$ cat config.mk
export PLATFORM = sky130hd
export DESIGN_NAME = serial_adder_ctrl_flat
export DESIGN_NICKNAME = d
export VERILOG_FILES = /design/src/rtl/serial_adder_ctrl_if.sv /design/src/rtl/serial_adder_ctrl.sv /design/src/flat_wrapper.sv
export SDC_FILE = /design/constraint.sdc
export NUM_CORES = 1
export LEC_CHECK = 0
export ABC_CLOCK_PERIOD_IN_PS = 2500
export CAP_MARGIN = 10
export CORE_ASPECT_RATIO = 0.5
export CORE_MARGIN = 2
export CORE_UTILIZATION = 55
export CTS_BUF_LIST = sky130_fd_sc_hd__clkbuf_8
export DETAILED_ROUTE_END_ITERATION = 7
export PLACE_DENSITY = 0.9
export SLEW_MARGIN = 20
export SYNTH_ARGS = -nofsm -noshare
export SYNTH_HDL_FRONTEND = slang
export SYNTH_SLANG_ARGS = --single-unit
$ cat constraint.sdc
create_clock -name clk -period 2.5 [get_ports clk]
set_input_delay 0.5 -clock clk [delete_from_list [all_inputs] [get_ports clk]]
set_output_delay 0.5 -clock clk [all_outputs]
set_load 0.005 [all_outputs]
$ cat src/rtl/serial_adder_ctrl_if.sv
// Operand/result bus and full-adder cell hookup for the bit-serial adder controller.
interface serial_adder_ctrl_if #(
    parameter int unsigned WIDTH = 8
);
    logic             start;
    logic [WIDTH-1:0] a;
    logic [WIDTH-1:0] b;
    logic             cin;
    logic             fa_a;
    logic             fa_b;
    logic             fa_ci;
    logic             fa_s;
    logic             fa_co;
    logic             busy;
    logic             done;
    logic [WIDTH-1:0] sum;
    logic             cout;

    // Controller side
    modport slave (
        input  start, a, b, cin, fa_s, fa_co,
        output fa_a, fa_b, fa_ci, busy, done, sum, cout
    );

    // Operand source / full-adder cell / result consumer side
    modport master (
        output start, a, b, cin, fa_s, fa_co,
        input  fa_a, fa_b, fa_ci, busy, done, sum, cout
    );
endinterface

$ cat src/rtl/serial_adder_ctrl.sv
// Bit-serial adder controller: time-shares one external full adder over WIDTH cycles.
module serial_adder_ctrl #(
    parameter int unsigned WIDTH = 8
) (
    input  logic                clk,
    input  logic                rst,
    serial_adder_ctrl_if.slave  bus
);
    localparam int unsigned CNT_W = $clog2(WIDTH + 1);

    typedef enum logic [1:0] {
        IDLE = 2'd0,
        RUN  = 2'd1,
        DONE = 2'd2
    } state_t;

    state_t           state;
    state_t           state_nxt;
    logic [WIDTH-1:0] a_sr;
    logic [WIDTH-1:0] b_sr;
    logic             carry;
    logic [CNT_W-1:0] cnt;
    logic [WIDTH-1:0] sum_sr;
    logic [WIDTH-1:0] sum_shift;
    logic [WIDTH-1:0] sum_q;
    logic             cout_q;
    logic             busy_q;
    logic             done_q;
    logic             last_bit;

    assign last_bit = (cnt == CNT_W'(WIDTH - 1));

    // State register
    always_ff @(posedge clk) begin
        if (rst) begin
            state <= IDLE;
        end else begin
            state <= state_nxt;
        end
    end

    // Next-state logic
    always_comb begin
        state_nxt = state;
        case (state)
            IDLE:    if (bus.start) state_nxt = RUN;
            RUN:     if (last_bit)  state_nxt = DONE;
            DONE:    state_nxt = IDLE;
            default: state_nxt = IDLE;
        endcase
    end

    // Full-adder drive: register bits gated so the cell sees zeros outside RUN
    always_comb begin
        bus.fa_a  = 1'b0;
        bus.fa_b  = 1'b0;
        bus.fa_ci = 1'b0;
        if (state == RUN) begin
            bus.fa_a  = a_sr[0];
            bus.fa_b  = b_sr[0];
            bus.fa_ci = carry;
        end
    end

    // Sum shift register with the new sum bit entering at the MSB
    always_comb begin
        sum_shift            = sum_sr >> 1;
        sum_shift[WIDTH-1]   = bus.fa_s;
    end

    // Registered status flags, aligned with the state they describe
    always_ff @(posedge clk) begin
        if (rst) begin
            busy_q <= 1'b0;
            done_q <= 1'b0;
        end else begin
            busy_q <= (state_nxt == RUN);
            done_q <= (state_nxt == DONE);
        end
    end

    // Operand shifting, carry/counter tracking and result capture
    always_ff @(posedge clk) begin
        if (rst) begin
            a_sr   <= '0;
            b_sr   <= '0;
            carry  <= 1'b0;
            cnt    <= '0;
            sum_sr <= '0;
            sum_q  <= '0;
            cout_q <= 1'b0;
        end else begin
            case (state)
                IDLE: begin
                    if (bus.start) begin
                        a_sr   <= bus.a;
                        b_sr   <= bus.b;
                        carry  <= bus.cin;
                        cnt    <= '0;
                        sum_sr <= '0;
                    end
                end
                RUN: begin
                    a_sr   <= a_sr >> 1;
                    b_sr   <= b_sr >> 1;
                    sum_sr <= sum_shift;
                    carry  <= bus.fa_co;
                    cnt    <= cnt + CNT_W'(1);
                    if (last_bit) begin
                        sum_q  <= sum_shift;
                        cout_q <= bus.fa_co;
                    end
                end
                default: ;
            endcase
        end
    end

    assign bus.busy = busy_q;
    assign bus.done = done_q;
    assign bus.sum  = sum_q;
    assign bus.cout = cout_q;
endmodule

$ cat src/flat_wrapper.sv
// flat-port wrapper written by rule: the top's interface ports become plain ports
module serial_adder_ctrl_flat 
#(
    parameter int unsigned WIDTH = 8
)
  (clk, rst, bus_start, bus_a, bus_b, bus_cin, bus_fa_s, bus_fa_co, bus_fa_a, bus_fa_b, bus_fa_ci, bus_busy, bus_done, bus_sum, bus_cout);
  serial_adder_ctrl_if #(.WIDTH(WIDTH)) bus_i ();
  input  logic clk;
  input  logic rst;
  input wire logic [$bits(bus_i.start)-1:0] bus_start;
  input wire logic [$bits(bus_i.a)-1:0] bus_a;
  input wire logic [$bits(bus_i.b)-1:0] bus_b;
  input wire logic [$bits(bus_i.cin)-1:0] bus_cin;
  input wire logic [$bits(bus_i.fa_s)-1:0] bus_fa_s;
  input wire logic [$bits(bus_i.fa_co)-1:0] bus_fa_co;
  output wire logic [$bits(bus_i.fa_a)-1:0] bus_fa_a;
  output wire logic [$bits(bus_i.fa_b)-1:0] bus_fa_b;
  output wire logic [$bits(bus_i.fa_ci)-1:0] bus_fa_ci;
  output wire logic [$bits(bus_i.busy)-1:0] bus_busy;
  output wire logic [$bits(bus_i.done)-1:0] bus_done;
  output wire logic [$bits(bus_i.sum)-1:0] bus_sum;
  output wire logic [$bits(bus_i.cout)-1:0] bus_cout;
  assign bus_i.start = bus_start;
  assign bus_i.a = bus_a;
  assign bus_i.b = bus_b;
  assign bus_i.cin = bus_cin;
  assign bus_i.fa_s = bus_fa_s;
  assign bus_i.fa_co = bus_fa_co;
  assign bus_fa_a = bus_i.fa_a;
  assign bus_fa_b = bus_i.fa_b;
  assign bus_fa_ci = bus_i.fa_ci;
  assign bus_busy = bus_i.busy;
  assign bus_done = bus_i.done;
  assign bus_sum = bus_i.sum;
  assign bus_cout = bus_i.cout;
  serial_adder_ctrl #(.WIDTH(WIDTH)) u_core (.clk(clk), .rst(rst), .bus(bus_i));
endmodule
=== Word level (Yosys, flattened, before mapping) ===
Index checks and enable logic that the tools add are counted.

* Flip-flop bits (word level): 42
* Bits in latches: 0
* Memory bits (writable): 0
* Bits in read-only memories: 0
* Word-level logic and storage cells: 36
* Memories kept: 0

* Add/subtract/negate cells: 1
* Multiply operators: 0
* Divide/modulo/power cells: 0
* $lt $le $gt $ge: 0
* Equality and inequality tests: 5
* Shift operators: 0
* Muxes and demuxes: 16
* Bitwise operators: 0
* Reduce and logical (&&, ||, !) cells: 4

{| class="wikitable"
|+ Operator list
! cell !! count
|-
| 8-bit one-hot mux with 2 select lines || 3
|-
| 8-bit 2-to-1 mux || 3
|-
| 4-bit one-hot mux with 2 select lines || 1
|-
| 4-bit by 1-bit adder with 4-bit output, second input constant || 1
|-
| 2-bit by 1-bit == test with 1-bit output, second input constant || 2
|-
| 4-bit by 3-bit == test with 1-bit output, second input constant || 1
|-
| 1-bit 2-to-1 mux || 4
|-
| 2-bit 2-to-1 mux || 2
|-
| 4-bit 2-to-1 mux || 1
|-
| 2-bit one-hot mux with 2 select lines || 1
|-
| 2-bit AND reduction || 2
|-
| 2-bit == test, second input constant || 1
|-
| 2-bit logical NOT || 1
|-
| 2-bit != test, second input constant || 1
|-
| 1-bit one-hot mux with 2 select lines || 1
|-
| 2-bit nonzero test || 1
|}

=== Longest topological paths before layout ===
Gate-level depths: netlist (run 1).

* Depth after elaboration: 4
* Depth in mapped cells: 6
* Gate-level depth less buffers: 4

=== Worst setup path after synthesis (run 1) ===
OpenSTA, ideal clock, no wires.

* Kind: flip-flop to output port
* From: reg u_core.state[0]
* To: out bus_fa_a
* Arrival time: 909 ps
* Setup slack: 1,091 ps
* Cell stages (with the launch flop): 5
* Path buffers: 2
* Cell sequence: dfxtp_1 buf_6 and2b_1 buf_2 and2_1

* Longest elaborated chain between the ends: 2

{| class="wikitable"
|+ Ends and longest elaborated chain
! what !! RTL line !! text
|-
| from (decl) || serial_adder_ctrl.sv:17 || <nowiki>state_t state;</nowiki>
|-
| from (signal assigned) || serial_adder_ctrl.sv:38 || <nowiki>state <= state_nxt;</nowiki>
|-
| 2-bit by 1-bit == test with 1-bit output || serial_adder_ctrl.sv:58 || <nowiki>if (state == RUN) begin</nowiki>
|-
| 1-bit 2-to-1 mux || serial_adder_ctrl.sv:58 ||
|-
| to (decl) || flat_wrapper.sv:16 || <nowiki>output wire logic [$bits(bus_i.fa_a)-1:0] bus_fa_a;</nowiki>
|}

No other way between the ends.

=== Worst setup path in the final report (run 1) ===
* From: reg u_core.state[0]
* To: out bus_fa_b

* Longest elaborated chain between the ends: 2

{| class="wikitable"
|+ Ends and longest elaborated chain
! what !! RTL line !! text
|-
| 2-bit by 1-bit == test with 1-bit output || serial_adder_ctrl.sv:58 ||
|-
| 1-bit 2-to-1 mux || serial_adder_ctrl.sv:58 ||
|-
| to (decl) || flat_wrapper.sv:17 || <nowiki>output wire logic [$bits(bus_i.fa_b)-1:0] bus_fa_b;</nowiki>
|}

No other way between the ends.

==> results of run 1 <==
==> power by group through the flow <==
stage	Clock [mW]	Combinational, mW	Sequential, mW
2_1_floorplan	0	0.107	0.709
3_3_place_gp	0	0.148	0.713
3_5_place_dp	0	0.153	0.715
4_1_cts	0.412	0.155	0.700
5_1_grt	0.443	0.168	0.703
6_report	0.406	0.156	0.700
==> cell usage in the layout (no fill, tap or decap), types with 2 or more instances in the layout <==
| cell type | instances |
|---|---|
| buf_4 | 4 |
| dfxtp_1 | 41 |
| nor2_1 | 28 |
| nand3_1 | 2 |
| a22oi_1 | 10 |
| nand2b_1 | 19 |
| a211oi_2 | 9 |
| nor4_1 | 2 |
| o22ai_1 | 15 |
| inv_1 | 3 |
| clkbuf_8 | 5 |
| nand2_1 | 2 |
| mux2i_1 | 9 |
| clkdlybuf4s50_1 | 35 |
| a211oi_1 | 7 |
| nor3_1 | 2 |
| and2_1 | 3 |
| clkinv_2 | 2 |
==> worst min-delay path by stage <==
stage	from	end	cells past startpoint
6_report	u_core.bus.sum[0]	u_core.bus.sum[0]	2
5_1_grt	u_core.sum_sr[1]	u_core.bus.sum[0]	2
4_1_cts	u_core.sum_sr[1]	u_core.bus.sum[0]	2
3_5_place_dp	u_core.bus.sum[2]	u_core.bus.sum[2]	2
3_3_place_gp	u_core.bus.sum[2]	u_core.bus.sum[2]	2
2_1_floorplan	u_core.sum_sr[1]	u_core.bus.sum[0]	2
==> cell usage after synthesis, drive strengths merged, types with 3 or more instances <==
| master | n | area, µm² |
|---|---|---|
| dfxtp | 41 | 821 |
| a211oi | 16 | 165 |
| a22oi | 10 | 75.1 |
| buf | 11 | 85.1 |
| nor2 | 28 | 105 |
| mux2i | 9 | 90.1 |
| nand2b | 21 | 141 |
| and2 | 3 | 18.8 |
| clkbuf | 3 | 11.3 |
| o22ai | 15 | 93.8 |
==> layer usage <==
layer  vias to the layer above  GRT usage (%)
li1                        691              -
met1                       620           23.4
met2                        34           33.2
met3                         6           5.71
met4                         0           4.92
met5                         -              0
==> kinds of logic (layout without fill, tap and decap cells) <==
family | Yosys count | after routing | share of synthesized area [%]
compound gates | 47 | 47 | 21.8
mux | 9 | 9 | 5.20
fa+ha+maj | 1 | 1 | 0.722
flops | 41 | 41 | 47.4
buf+inv | 16 | 49 | 6.00
simple gates | 63 | 63 | 18.9
==> flip-flops by register name, summed over array words and instances (netlist names) <==
name,flops
u_core.sum_sr,7
u_core.carry,1
u_core.cnt,4
u_core.a_sr,8
u_core.state,2
u_core.bus.done,1
u_core.b_sr,8
u_core.bus.busy,1
u_core.bus.cout,1
u_core.bus.sum,8
==> worst register-to-register path, stage by stage, from the launching register on <==
cell,delay (ns)
dfxtp_1,0.52
o21ba_1,0.64
nor2_1,0.15
a211oi_2,0.23
==> through the flow <==
step | power (mW) | worst slack, ns | util [%] | hold WS (ns) | cell area [µm²]
after floorplan | 0.816 | 1.09 | - | 0.452 | 1730
after global placement | 0.862 | 0.507 | 69.0 | 0.459 | 2070
after detailed placement | 0.868 | 0.454 | 69.0 | 0.465 | 2070
after CTS | 1.27 | 0.301 | 71.7 | 0.480 | 2150
after global routing | 1.31 | 0.215 | 71.7 | 0.499 | 2150
final | 1.26 | 0.292 | 71.7 | 0.476 | 2150
==> area by class of cell <==
| type | count | area share, % |
|---|---|---|
| repair buffers | 39 | 17.7 |
| multi-input cells | 120 | 37.6 |
| flip-flops and latches | 41 | 38.2 |
| well taps | 40 | 2.33 |
| clock buffers | 5 | 3.20 |
| inverters | 2 | 0.349 |
| clock inverters | 3 | 0.641 |
==> flow_summary.toml, run 1 <==
[setup_path]
cp.arrival_ns = 1.71
cp_top_family = "flip-flops"
reg2reg_from = "u_core.state[0]"
setup.worst_path.end = "bus_fa_b"
critical_path.startpoint = "u_core.state[0]"
worstRegToRegCells = 3
r2r_end = "u_core.carry"
critical_path.max_fanout = 9
crit_path_max_incr_delay_ns = 0.52
crit_required_ns = 2.00
slowest_stage = "dfxtp_1"
cp.depth = 3
cp-end-kind = "primary output"
worstPathCellList = "and2b_1 > and2_1 > clkdlybuf4s50_1"
regToRegSetupSlack_ns = 0.87
worst_setup_path_start_kind = "register"
critPathBufInv = 1
crit_type = "reg2out"

[sta]
tightestPinTransition_ns = 0.687
fin_skew_ns = 0.00226
post-route-period-util_pct = 88.3
setup_tns_ns = 0
finalCriticalPeriod_ns = 2.21
report.final.hold_viol_count = 0
setup_viol = 0
fmax_ghz = 0.453
slew_viol_final = 0
rsz0062_at_grt = "no"
relSlewSlack_pct = 54.2

[clock_network]
cts.htree.levels = 2
cts_setup_buffers = 0
cts.sinks = 41
cts_root_buffer = "clkbuf_8"
path_clk_slew_ns = 0.07
ctsResizeCount = 0
cts_buffers = 5
cts_tree = "yes"
holdBufCountCts = 0
clock_path_buffers = 2
worstSkewPairLatency_ns = 0.29

[final_layout]
drive_gt1_share_pct = 10.5
nFillCells = 233
multiInputGateArea_um2 = 807
final-seq-area_um2 = 821
instances_no_fill = 250
syn2layout_area_growth_pct = 24.1
diodes = 0
fin_nets = 232

[placed_design]
dp_hpwl_um = 2150
place_inst = 242
io_buffers = 35
gp_congestion = 0.799

[synthesis]
ys_ff_latch = 41
synth-edff-count = 0
syn_nets = 200
syn_inst = 177
syn_area_um2 = 1730
async_reset_ff_share_pct = 0
yosysWarningCount = 0
yosysSeqAreaShare_pct = 47.4
synth_area_per_cell_um2 = 9.78
yosys_most_used_dff = "dfxtp_1"
synth.distinct_cells = 30

[detailed_routing]
met3_length_um = 141
wl_met1_um = 1560
wl_um = 3350
drtPass1Iterations = 4
drtIter0Drc = 111
via_per_inst = 5.40
remaining_drc_errors = 0
wl_per_cell_um = 13.4
vias = 1351
top_layer = "met4"
ant_nets = 0
route.met2.wl_um = 1620

[pwr]
power.switching_mw = 0.309
ir_worst_vdd_mv = 0.399
p_seq_share_pct = 55.5
switching_share_pct = 24.5
powerDensity_nw_per_um2 = 587
share_comb_of_total_power_pct = 12.4
power.leakage_nw = 0.762
clkPwrFrac_pct = 32.1
intPower_mw = 0.953

[global_routing]
antenna_found_initial = 0
grt_start_max_net_pins = 51
grt_pass1_wl_um = 5390
grt_util_all_layers_pct = 18.9
globalRouteOverflowTotal = 0
grt_pass1_vias = 1215

[die]
die_y_um = 43.7
initial_core_util_pct = 57.8
die_x_um = 83.4
core_um2 = 3000
dieArea_um2 = 3640
boundaryPins = 36
rows = 14

[flow_run]
maxCapViolations = 0

[hold_path]
hold_path_class = "reg2reg"

[run_status]
status = "completed"
(Power assumes the default switching activity.)
==> run 2, diff against run 1 <==
--- a/config.mk
+++ b/config.mk
@@ -9,10 +9,9 @@
 export CAP_MARGIN = 10
 export CORE_ASPECT_RATIO = 0.5
 export CORE_MARGIN = 2
-export CORE_UTILIZATION = 55
-export CTS_BUF_LIST = sky130_fd_sc_hd__clkbuf_8
+export CORE_UTILIZATION = 54
 export DETAILED_ROUTE_END_ITERATION = 7
-export PLACE_DENSITY = 0.9
+export PLACE_DENSITY = 0.89
 export SLEW_MARGIN = 20
 export SYNTH_ARGS = -nofsm -noshare
 export SYNTH_HDL_FRONTEND = slang
==> run 2 against run 1 <==
  * Die area grew 1.7%
  * Critical path depth is the same
  * Maximum frequency shrank 0.38%
  * Clock power grew 18%
  * Sequential share of layout area shrank 0.33 points
  * Sequential power is essentially flat
  * Cell area grew 0.87%
  * Final cell count is the same
  * Clock skew grew 0.0050 ns
  * Highest routed layer unchanged
==> flow_summary.toml, run 2 (synthesis gave the netlist of run 1 again) <==
[run_status]
status = "completed"

[final_layout]
final-seq-area_um2 = 821
syn2layout_area_growth_pct = 25.1
finish.instance_area_um2 = 2170
nFillCells = 239
multiInputGateArea_um2 = 807
drive_gt1_share_pct = 11.0
final_cell_mix = "dfxtp_1, clkdlybuf4s50_1, nor2_1, nand2b_1, o22ai_1"
final_common_cell = "dfxtp_1"
diodes = 0
fin_nets = 232

[placed_design]
place_ws_ns = 0.487
io_buffers = 35
dp_hpwl_um = 2160
placed_cell_area_um2 = 2070
gp_congestion = 0.814

[sta]
report.final.hold_viol_count = 0
fmax_ghz = 0.451
post-route-period-util_pct = 88.7
finalCriticalPeriod_ns = 2.22
setup_tns_ns = 0
setup_viol = 0
setup_ws_ns = 0.283
tightestPinTransition_ns = 0.654
fin_skew_ns = 0.00724
relSlewSlack_pct = 56.4
slew_viol_final = 0
rsz0062_at_grt = "no"

[clock_network]
cts.sinks = 41
cts_root_buffer = "clkbuf_8"
cts_setup_buffers = 0
ctsResizeCount = 0
cts_tree = "yes"
cts_buffers = 5
clock_path_buffers = 2
worstSkewPairLatency_ns = 0.30
path_clk_slew_ns = 0.08
cts.htree.levels = 2
holdBufCountCts = 0

[detailed_routing]
remaining_drc_errors = 0
drtPass1Iterations = 4
wl_per_cell_um = 13.6
via_per_inst = 5.52
wl_um = 3390
ant_nets = 0
drtIter0Drc = 37
vias = 1381

[die]
rows = 14
dieArea_um2 = 3700
die_y_um = 44.0
boundaryPins = 36
core_um2 = 3030
initial_core_util_pct = 57.1
die_x_um = 84.1

[setup_path]
critical_path.startpoint = "u_core.state[0]"
worst_setup_path_start_kind = "register"
crit_type = "reg2out"
critical_path.max_fanout = 9
cp-end-kind = "primary output"
crit_required_ns = 2.00
cp.arrival_ns = 1.72
reg2reg_from = "u_core.state[0]"

[hold_path]
hp-start = "u_core.bus.cout"
hold_path_class = "reg2reg"

[global_routing]
antenna_found_initial = 0
grt_start_max_net_pins = 51
grt_pass1_vias = 1217
grt_util_all_layers_pct = 19.4
globalRouteOverflowTotal = 0
grt_pass1_wl_um = 5530

[pwr]
power.leakage_nw = 0.768
power_mw = 1.33
powerDensity_nw_per_um2 = 615
ir_worst_vdd_mv = 0.310

[flow_run]
maxCapViolations = 0
-- run 2: cell count changes in the layout (fill, tap and decap cells not counted), sizes merged --
cell,delta
inv,-1
clkinv,-1
clkbuf,+2
-- run 2: final timing paths --
| check | cells after the start | slack (ns) | endpoint |
|---|---|---|---|
| worst max register to register | 3 | 0.92 | u_core.state[0] |
| worst max-delay path | 3 | 0.28 | bus_fa_a |
| worst min register to register | 2 | 0.48 | u_core.bus.cout |
| worst min-delay path | 2 | 0.48 | u_core.bus.cout |
-- run 2: area by class of cell --
type / instances / area share, %
flip-flops and latches: 41 / 37.9
multi-input cells: 120 / 37.2
repair buffers: 39 / 17.6
clock buffers: 7 / 4.45
well taps: 40 / 2.31
inverters: 2 / 0.346
clock inverters: 1 / 0.231
-- run 2: per-stage QoR --
stage,hold WS [ns],instances,util [%]
after floorplan,0.452,177,-
after global placement,0.459,242,68.2
after detailed placement,0.463,242,68.2
after CTS,0.480,250,71.5
after global routing,0.508,250,71.5
final,0.476,250,71.5
-- run 2: worst max-delay path, stage by stage (launching register included) --
cell	delay (ns)
dfxtp_1	0.53
and2b_1	0.25
and2_1	0.15
clkdlybuf4s50_1	0.50
-- run 2: where the power goes --
group          total [mW]  leakage, nW  internal, mW  switching [mW]
logic               0.153        0.378        0.0817          0.0712
clock network       0.478       0.0542         0.249           0.229
registers           0.702        0.335         0.682          0.0196
-- run 2: routing by layer --
layer / vias to the layer above / track usage [%] / routed length [µm]
li1: 696 / - / -
met1: 648 / 24.3 / 1620
met2: 29 / 31.9 / 1570
met3: 8 / 5.78 / 131
met4: 0 / 8.71 / 65
met5: - / 0 / 0
==> run 3, diff against run 2 <==
--- a/config.mk
+++ b/config.mk
@@ -9,9 +9,9 @@
 export CAP_MARGIN = 10
 export CORE_ASPECT_RATIO = 0.5
 export CORE_MARGIN = 2
-export CORE_UTILIZATION = 54
+export CORE_UTILIZATION = 45
 export DETAILED_ROUTE_END_ITERATION = 7
-export PLACE_DENSITY = 0.89
+export PLACE_DENSITY = 0.77
 export SLEW_MARGIN = 20
 export SYNTH_ARGS = -nofsm -noshare
 export SYNTH_HDL_FRONTEND = slang
==> run 3 against run 2 <==
  * Via count decreased by 2.8%
  * Sequential share of layout area decreased by 0.26 points
  * Total power decreased by 0.51%
  * Combinational power about the same
  * Critical endpoint unchanged
==> flow_summary.toml, run 3 (synthesis gave the netlist of run 1 again) <==
[setup_path]
crit_type = "reg2out"
cp-end-kind = "primary output"
worst_setup_path_start_kind = "register"
critical_path.max_fanout = 13
regToRegSetupSlack_ns = 1.06
crit_required_ns = 2.00
cp.arrival_ns = 1.80

[die]
rows = 15
initial_core_util_pct = 48.6
core_um2 = 3570
die_x_um = 91.7
dieArea_um2 = 4390
boundaryPins = 36
die_y_um = 47.9

[pwr]
share_comb_of_total_power_pct = 11.5
power.switching_mw = 0.312
p_seq_share_pct = 52.8
intPower_mw = 1.01
clkPwrFrac_pct = 35.7
ir_worst_vdd_mv = 0.328
power.leakage_nw = 0.767
powerDensity_nw_per_um2 = 608
switching_share_pct = 23.6

[clock_network]
cts_tree = "yes"
path_clk_slew_ns = 0.07
cts_root_buffer = "clkbuf_8"
clock_path_buffers = 2
cts.htree.levels = 2
cts_setup_buffers = 0
cts.sinks = 41
worstSkewPairLatency_ns = 0.29
cts_buffers = 5

[global_routing]
antenna_found_initial = 0
grt_pass1_vias = 1230
grt_use_met2_pct = 27.8
grt_busiest_layer = "met2"
use_met3_pct = 5.83
grt_pass1_wl_um = 5310
globalRouteOverflowTotal = 0
grt_util_all_layers_pct = 15.8
grtUsageMet1_pct = 18.5
grt_start_max_net_pins = 51

[sta]
slew_viol_final = 0
relSlewSlack_pct = 60.1
finalCriticalPeriod_ns = 2.30
setup_viol = 0
post-route-period-util_pct = 92.1
fin_skew_ns = 0.00625
report.final.hold_viol_count = 0
setup_ws_ns = 0.197
tightestPinTransition_ns = 0.598
setup_tns_ns = 0
fmax_ghz = 0.434
rsz0062_at_grt = "no"
worst_hold_slack_ns = 0.477

[final_layout]
final_common_cell = "dfxtp_1"
drive_gt1_share_pct = 11.4
final_cell_mix = "dfxtp_1, clkdlybuf4s50_1, nor2_1, nand2b_1, o22ai_1"
syn2layout_area_growth_pct = 26.0
diodes = 0
fin_nets = 232

[detailed_routing]
vias = 1343
drtIter0Drc = 43
ant_nets = 0
wl_um = 3380
wl_per_cell_um = 13.0
via_per_inst = 5.15
drtPass1Iterations = 4
remaining_drc_errors = 0

[placed_design]
place_ws_ns = 0.402
dp_hpwl_um = 2210
gp_congestion = 0.790
io_buffers = 35

[flow_run]
maxCapViolations = 0

[run_status]
status = "completed"

[hold_path]
hold_path_class = "reg2reg"
-- run 3: metal layers --
| metal | vias to the layer above | wire (µm) |
|---|---|---|
| met2 | 30 | 1590 |
| met4 | 0 | 0 |
| li1 | 698 | - |
| met1 | 615 | 1650 |
| met3 | 0 | 147 |
| met5 | - | 0 |
-- run 3: path summary, 6_finish.rpt --
check,start,to,cells after the start
worst max-delay path,u_core.state[0],bus_fa_a,3
worst min-delay path,u_core.bus.sum[5],u_core.bus.sum[5],2
worst max register to register,u_core.state[0],u_core.b_sr[0],4
worst min register to register,u_core.bus.sum[5],u_core.bus.sum[5],2
-- run 3: repair_timing --
action,4_1_cts,5_1_grt
hold buffers,0,0
setup endpoints to repair,0,3
gates resized for setup,0,1
-- run 3: cell type report --
class,count,area (µm²)
fillers,296,1380
clock buffers,7,96.3
inverters,2,7.51
well taps,51,63.8
flip-flops and latches,41,821
repair buffers,39,380
multi-input cells,120,808
clock inverters,1,5.00
-- run 3: power groups by stage --
| stage | registers (mW) | logic, mW | clock network [mW] |
|---|---|---|---|
| after floorplan | 0.709 | 0.107 | 0 |
| after global placement | 0.713 | 0.150 | 0 |
| after detailed placement | 0.715 | 0.152 | 0 |
| after CTS | 0.700 | 0.153 | 0.477 |
| after global routing | 0.703 | 0.165 | 0.510 |
| final | 0.700 | 0.153 | 0.473 |
-- run 3: stage by stage --
step / cells / total power, mW / util (%) / instance area (µm²)
floorplan: 177 / 0.816 / - / 1730
global placement: 253 / 0.863 / 58.3 / 2080
detailed placement: 253 / 0.867 / 58.3 / 2080
CTS: 261 / 1.33 / 61.2 / 2180
global route: 261 / 1.38 / 61.2 / 2180
finish: 261 / 1.33 / 61.2 / 2180
-- run 3: critical path, stage by stage (launching register included) --
cell	delay (ns)
dfxtp_1	0.51
and2b_2	0.35
and2_1	0.16
clkdlybuf4s50_1	0.49
